$ cat src/rtl/sips4_pkg.sv
// SIPS4 shared definitions: opcodes, condition codes,
// flag bit positions and controller FSM states.
package sips4_pkg;

   localparam logic [4:0] OP_JMP  = 5'b10000;
   localparam logic [4:0] OP_BCC  = 5'b10001;
   localparam logic [4:0] OP_JAL  = 5'b10010;
   localparam logic [4:0] OP_LD   = 5'b10100;
   localparam logic [4:0] OP_ST   = 5'b10101;
   localparam logic [4:0] OP_IN   = 5'b10110;
   localparam logic [4:0] OP_OUT  = 5'b10111;
   localparam logic [4:0] OP_HALT = 5'b11111;

   localparam logic [2:0] CC_AL = 3'b000;
   localparam logic [2:0] CC_Z  = 3'b001;
   localparam logic [2:0] CC_NZ = 3'b010;
   localparam logic [2:0] CC_C  = 3'b011;
   localparam logic [2:0] CC_NC = 3'b100;
   localparam logic [2:0] CC_N  = 3'b101;
   localparam logic [2:0] CC_NN = 3'b110;
   localparam logic [2:0] CC_V  = 3'b111;

   localparam int FLG_N = 3;
   localparam int FLG_Z = 2;
   localparam int FLG_C = 1;
   localparam int FLG_V = 0;

   typedef enum logic [1:0] {
      ST_RUN,
      ST_LOAD2,
      ST_HALT
   } state_t;

endpackage

$ cat src/rtl/sips4_controller_if.sv
// Controller <-> datapath bundle: instruction and ALU
// flags in, strobes and debug state out.
interface sips4_controller_if #(
   parameter int CNT_W = 16
);

   logic [15:0]      Inst;
   logic [3:0]       ALUFlags;
   logic             RegWrite;
   logic             MemWrite;
   logic             ALUSrc;
   logic             PCSrc;
   logic             PortWrite;
   logic [3:0]       ALUControl;
   logic [3:0]       Flags;
   logic             Halted;
   logic [CNT_W-1:0] Retired;

   modport master (
      output Inst, ALUFlags,
      input  RegWrite, MemWrite, ALUSrc, PCSrc,
      input  PortWrite, ALUControl, Flags,
      input  Halted, Retired
   );

   modport slave (
      input  Inst, ALUFlags,
      output RegWrite, MemWrite, ALUSrc, PCSrc,
      output PortWrite, ALUControl, Flags,
      output Halted, Retired
   );

endinterface

$ cat src/rtl/sips4_cond_eval.sv
// Branch condition evaluation against the latched
// {N,Z,C,V} flag register.
module sips4_cond_eval
   import sips4_pkg::*;
(
   input  logic [2:0] cond,
   input  logic [3:0] flags,
   output logic       taken
);

   always_comb begin
      taken = 1'b0;
      unique case (cond)
         CC_AL: taken = 1'b1;
         CC_Z:  taken = flags[FLG_Z];
         CC_NZ: taken = ~flags[FLG_Z];
         CC_C:  taken = flags[FLG_C];
         CC_NC: taken = ~flags[FLG_C];
         CC_N:  taken = flags[FLG_N];
         CC_NN: taken = ~flags[FLG_N];
         CC_V:  taken = flags[FLG_V];
      endcase
   end

endmodule

$ cat src/rtl/sips4_controller.sv
// SIPS4 control stage: instruction decode, flag register,
// two-cycle load sequencing, HALT and retired counter.
module sips4_controller
   import sips4_pkg::*;
#(
   parameter int         CNT_W  = 16,
   parameter logic [3:0] CMP_OP = 4'b1111
) (
   input logic               clk,
   input logic               reset,
   sips4_controller_if.slave bus
);

   state_t           state;
   state_t           nxt;
   logic [3:0]       flags;
   logic [CNT_W-1:0] retired;

   logic [4:0] op;
   logic       taken;
   logic       flg_ld;
   logic       ret_inc;

   logic       reg_wr;
   logic       mem_wr;
   logic       alu_src;
   logic       pc_src;
   logic       port_wr;
   logic [3:0] alu_ctl;

   logic       unused_inst;

   assign op          = bus.Inst[15:11];
   assign unused_inst = ^bus.Inst[10:4];

   sips4_cond_eval u_cond (
      .cond  (bus.Inst[3:1]),
      .flags (flags),
      .taken (taken)
   );

   always_ff @(posedge clk) begin
      if (reset) begin
         state   <= ST_RUN;
         flags   <= '0;
         retired <= '0;
      end else begin
         state <= nxt;
         if (flg_ld)
            flags <= bus.ALUFlags;
         if (ret_inc)
            retired <= retired + {{(CNT_W-1){1'b0}}, 1'b1};
      end
   end

   always_comb begin
      nxt     = state;
      flg_ld  = 1'b0;
      ret_inc = 1'b0;
      reg_wr  = 1'b0;
      mem_wr  = 1'b0;
      alu_src = 1'b0;
      pc_src  = 1'b0;
      port_wr = 1'b0;
      alu_ctl = 4'b0000;
      unique case (state)
         ST_RUN: begin
            ret_inc = 1'b1;
            unique case (1'b1)
               !op[4]: begin
                  alu_ctl = op[3:0];
                  alu_src = bus.Inst[0];
                  reg_wr  = (op[3:0] != CMP_OP);
                  flg_ld  = 1'b1;
               end
               op == OP_JMP: begin
                  pc_src  = 1'b1;
                  alu_src = bus.Inst[0];
               end
               op == OP_BCC: begin
                  pc_src  = taken;
                  alu_src = bus.Inst[0];
               end
               op == OP_JAL: begin
                  pc_src  = 1'b1;
                  reg_wr  = 1'b1;
                  alu_src = bus.Inst[0];
               end
               op == OP_LD: begin
                  nxt     = ST_LOAD2;
                  ret_inc = 1'b0;
               end
               op == OP_ST: mem_wr = 1'b1;
               op == OP_IN: begin
                  reg_wr  = 1'b1;
                  alu_src = 1'b1;
               end
               op == OP_OUT: begin
                  port_wr = 1'b1;
                  alu_src = 1'b1;
               end
               // PC already spins on the HALT word's own address
               op == OP_HALT: begin
                  nxt     = ST_HALT;
                  pc_src  = 1'b1;
                  alu_src = 1'b1;
               end
               default: ;
            endcase
         end
         ST_LOAD2: begin
            reg_wr  = 1'b1;
            ret_inc = 1'b1;
            nxt     = ST_RUN;
         end
         ST_HALT: begin
            pc_src  = 1'b1;
            alu_src = 1'b1;
         end
         default: nxt = ST_RUN;
      endcase
   end

   assign bus.RegWrite   = reg_wr;
   assign bus.MemWrite   = mem_wr;
   assign bus.ALUSrc     = alu_src;
   assign bus.PCSrc      = pc_src;
   assign bus.PortWrite  = port_wr;
   assign bus.ALUControl = alu_ctl;
   assign bus.Flags      = flags;
   assign bus.Halted     = (state == ST_HALT);
   assign bus.Retired    = retired;

endmodule

$ cat src/flat_wrapper.sv
// flat-port wrapper written by rule: the top's interface ports become plain ports
module sips4_controller_flat import sips4_pkg::*;
#(
   parameter int         CNT_W  = 16,
   parameter logic [3:0] CMP_OP = 4'b1111
)
  (clk, reset, bus_Inst, bus_ALUFlags, bus_RegWrite, bus_MemWrite, bus_ALUSrc, bus_PCSrc, bus_PortWrite, bus_ALUControl, bus_Flags, bus_Halted, bus_Retired);
  sips4_controller_if #(.CNT_W(CNT_W)) bus_i ();
  input logic clk;
  input logic reset;
  input wire logic [$bits(bus_i.Inst)-1:0] bus_Inst;
  input wire logic [$bits(bus_i.ALUFlags)-1:0] bus_ALUFlags;
  output wire logic [$bits(bus_i.RegWrite)-1:0] bus_RegWrite;
  output wire logic [$bits(bus_i.MemWrite)-1:0] bus_MemWrite;
  output wire logic [$bits(bus_i.ALUSrc)-1:0] bus_ALUSrc;
  output wire logic [$bits(bus_i.PCSrc)-1:0] bus_PCSrc;
  output wire logic [$bits(bus_i.PortWrite)-1:0] bus_PortWrite;
  output wire logic [$bits(bus_i.ALUControl)-1:0] bus_ALUControl;
  output wire logic [$bits(bus_i.Flags)-1:0] bus_Flags;
  output wire logic [$bits(bus_i.Halted)-1:0] bus_Halted;
  output wire logic [$bits(bus_i.Retired)-1:0] bus_Retired;
  assign bus_i.Inst = bus_Inst;
  assign bus_i.ALUFlags = bus_ALUFlags;
  assign bus_RegWrite = bus_i.RegWrite;
  assign bus_MemWrite = bus_i.MemWrite;
  assign bus_ALUSrc = bus_i.ALUSrc;
  assign bus_PCSrc = bus_i.PCSrc;
  assign bus_PortWrite = bus_i.PortWrite;
  assign bus_ALUControl = bus_i.ALUControl;
  assign bus_Flags = bus_i.Flags;
  assign bus_Halted = bus_i.Halted;
  assign bus_Retired = bus_i.Retired;
  sips4_controller #(.CNT_W(CNT_W), .CMP_OP(CMP_OP)) u_core (.clk(clk), .reset(reset), .bus(bus_i));
endmodule
$ cat config.mk
export PLATFORM = sky130hd
export DESIGN_NAME = sips4_controller_flat
export DESIGN_NICKNAME = d
export VERILOG_FILES = /design/src/rtl/sips4_pkg.sv /design/src/rtl/sips4_controller_if.sv /design/src/rtl/sips4_cond_eval.sv /design/src/rtl/sips4_controller.sv /design/src/flat_wrapper.sv
export SDC_FILE = /design/constraint.sdc
export NUM_CORES = 1
export LEC_CHECK = 0
export CORE_MARGIN = 2
export CORE_UTILIZATION = 42
export CTS_CLUSTER_SIZE = 10
export DETAILED_ROUTE_END_ITERATION = 10
export PLACE_DENSITY = 0.86
export SLEW_MARGIN = 0
export SYNTH_ARGS = -nofsm -noshare
export SYNTH_HDL_FRONTEND = slang
export SYNTH_HIERARCHICAL = 1
export SYNTH_SLANG_ARGS = --single-unit
export TNS_END_PERCENT = 50
$ cat constraint.sdc
create_clock -name clk -period 2.4 [get_ports clk]
set_clock_uncertainty 0.1 [all_clocks]
set_input_delay 0.24 -clock clk [delete_from_list [all_inputs] [get_ports clk]]
set_output_delay 0.24 -clock clk [all_outputs]
set_load 0.005 [all_outputs]
==> flow_summary_export.csv <==
group,metric,value,unit
clock_tree,cts_sinks,22,
setup_path,crit_path_start_kind,"primary input",
power_and_ir_drop,leakagePower,0.0006496,uW
power_and_ir_drop,ir_worst_vdd,253.4,uV
synthesis,avgSynthCellArea,8.256,um2
finish,stdcell_area,1728,um2
finish,nets,218,
setup_path,cp.arrival,1.91,ns
die,std_cell_rows,19,
setup_path,r2r_setup_slack,0.41,ns
timing,worst_pin_slew,0.6498,ns
detailed_routing,remaining_drc_errors,0,
die,io_pins,52,
synthesis,ys_types,38,
detailed_routing,num_vias,1282,
detailed_routing,antenna_left,0,
synthesis,synthesis.area,1214,um2
worst_hold_path,whs_endpoint,"u_core/bus.Retired[14]$_SDFFE_PP0P_",
grt,grt_pass1_vias,1211,
die,die_h,57.76,um
power_and_ir_drop,p_per_area,401.0,nW/um2
clock_tree,clock_path_buffers,2,
grt,overflow,0,
die,start_util,0.4401,
synthesis,ys_seq_area_frac,0.3629,
timing,report.final.slew_viol_count,0,
finish,final_cell_mix,"clkdlybuf4s50_1, nor2_1, dfxtp_1",
finish,final-seq-area,445.4,um2
synthesis,synthTopCellsByArea,"dfxtp_1, nor2_1, xnor2_1",
finish,final_cell_count_no_fill,224,
place,post-place-ws,-0.1140,ns
synthesis,yosysTopAreaCellShare,0.3629,
setup_path,worst-endpoint-required,2.06,ns
clock_tree,htree_levels,1,
clock_tree,cts_buffers,3,
finish,areaGrowthSynthToFinish,42.37,%
die,die_area,3336,um2
synthesis,ys_ff_latch,22,
clock_tree,clk_latency,0.30,ns
place,detailed_place_hpwl,2.345,mm
place,placed_area,1684,um2
synthesis,yosysWarnings,6,
finish,multi_input_area,701.9,um2
timing,hold_viol,0,
place,gp_congestion,0.8478,
grt,track_usage,0.1890,
setup_path,r2r-end,"u_core/bus.Retired[14]$_SDFFE_PP0P_",
timing,fin_crit_sh,0.9379,
timing,fin_crit,2.251,ns
power_and_ir_drop,p_total,692.9,uW
grt,grt_max_degree,14,
setup_path,critPathMaxFanout,8,
finish,n_antenna_cell,0,
finish,drive_gt1_frac,0.08290,
die,die_x,57.76,um
finish,mostFrequentLayoutCell,"clkdlybuf4s50_1",
detailed_routing,viasPerCell,5.723,
place,placed_cells,220,
timing,report.final.setup_viol,0,
timing,rsz0062_at_grt,"no",
worst_hold_path,hold_path_class,"reg2reg",
timing,slew_headroom,0.5635,
timing,fin_ws,0.1491,ns
die,core_area,2758,um2
clock_tree,cts_root_buffer,"clkbuf_4",
timing,fmax,444.3,MHz
grt,grt_pass1_wl,5.112,mm
synthesis,post-synth-top-area-cell,"dfxtp_1",
run,cap_violations,0,
detailed_routing,wirelength,3.189,mm
place,port_buffers,44,
detailed_routing,first_pass_iters,5,
grt,antenna_found_initial,0,
setup_path,criticalPathCategory,"in2out",
setup_path,end_kind,"primary output",
timing,finalSetupTns,0,ns
run_status,outcome,"complete, no violations",
clock_tree,clkTransAtPathRegs,0.12,ns
worst_hold_path,min_from,"u_core/bus.Retired[14]$_SDFFE_PP0P_",
detailed_routing,post_drt_wl_per_cell,14.24,um
setup_path,r2r-start,"u_core/state[0]$_SDFFE_PP0P_",
setup_path,reg2reg_depth,4,
worst_hold_path,hold_path_depth,2,
synthesis,synthCells,147,
clock_tree,cts_tree,"yes",
detailed_routing,first_iter_violations,71,
synthesis,synth_nets,170,
finish,num-fill-cells,249,
[through the flow]
stage	util	hold slack, ns
after floorplan	-	0.2873
after global placement	0.6107	0.3798
after detailed placement	0.6107	0.3979
after CTS	0.6175	0.4163
after global routing	0.6266	0.4568
final	0.6266	0.4099
[cell usage after synthesis, drive strengths merged]
cell type,instances
ha,1
or4,4
a211oi,1
nor2,21
o211ai,1
xor2,1
buf,4
mux2i,5
o21ai,5
nor3b,1
nand2b,3
inv,6
nand4,4
and3,1
or2,1
o31ai,4
a21oi,11
dfxtp,22
or3,2
and2,4
nor3,4
nand3,5
a41oi,1
and3b,1
xnor2,7
a31oi,2
and4,1
and4b,2
nand4b,2
nand3b,1
a211o,3
mux2,1
nand2,5
nor2b,3
clkbuf,4
a2111oi,2
a21o,1
[critical path: stages]
cell and delay, ns:
clkdlybuf4s50_1 0.61, nand2_1 0.13, nor2_1 0.12, nor2_1 0.10, a31oi_1 0.20, clkdlybuf4s50_1 0.52
[final cells by class]
class	count	area share
Timing Repair Buffer	51	0.2875
Clock buffer	3	0.01303
Sequential cell	22	0.2578
Tap cell	31	0.02245
Multi-Input combinational cell	111	0.4062
Inverter	6	0.01303
[worst max-delay path by stage]
stage | endpoint | from | slack [ns]
floorplan | u_core/bus.Retired[12]$_SDFFE_PP0P_ | bus_Inst[15] | 0.57
CTS | bus_PCSrc | u_core/bus.Flags[2]$_SDFFE_PP0P_ | 0.01
detailed placement | bus_PCSrc | bus_Inst[1] | -0.11
finish | bus_ALUSrc | bus_Inst[12] | 0.15
global placement | bus_PCSrc | bus_Inst[1] | -0.09
global route | bus_ALUSrc | bus_Inst[12] | 0.009
[registers in the layout (all words and copies together), names as in the netlist]
signal              count
u_core/state            2
u_core/bus.Flags        4
u_core/bus.Retired     16
[metal layers]
metal  global-route usage  wire length, um
met4              0.06645               47
met3              0.02455              179
met5                    0                0
met2               0.3425             1668
met1               0.2280             1294
[cell families after synthesis]
family	after synthesis	share of synthesized area
fa+ha+maj	1	0.01031
mux	6	0.05052
buf+inv	14	0.06288
simple gates	65	0.2928
compound gates	31	0.1629
xor+xnor	8	0.05773
flops	22	0.3629
[power breakdown]
part / total [uW] / internal [uW] / switching [uW]
Clock: 164 / 58.4 / 106
Combinational: 141 / 83.4 / 57.8
Sequential: 388 / 376 / 12.1
Total: 693 / 517 / 176
[what timing repair did]
item,4_1_cts,5_1_grt
hold buffers,0,0
gates resized for setup,3,8
setup buffers,0,1
endpoints found under the setup margin,1,2
pin swaps,0,1
(Power assumes the default switching activity.)
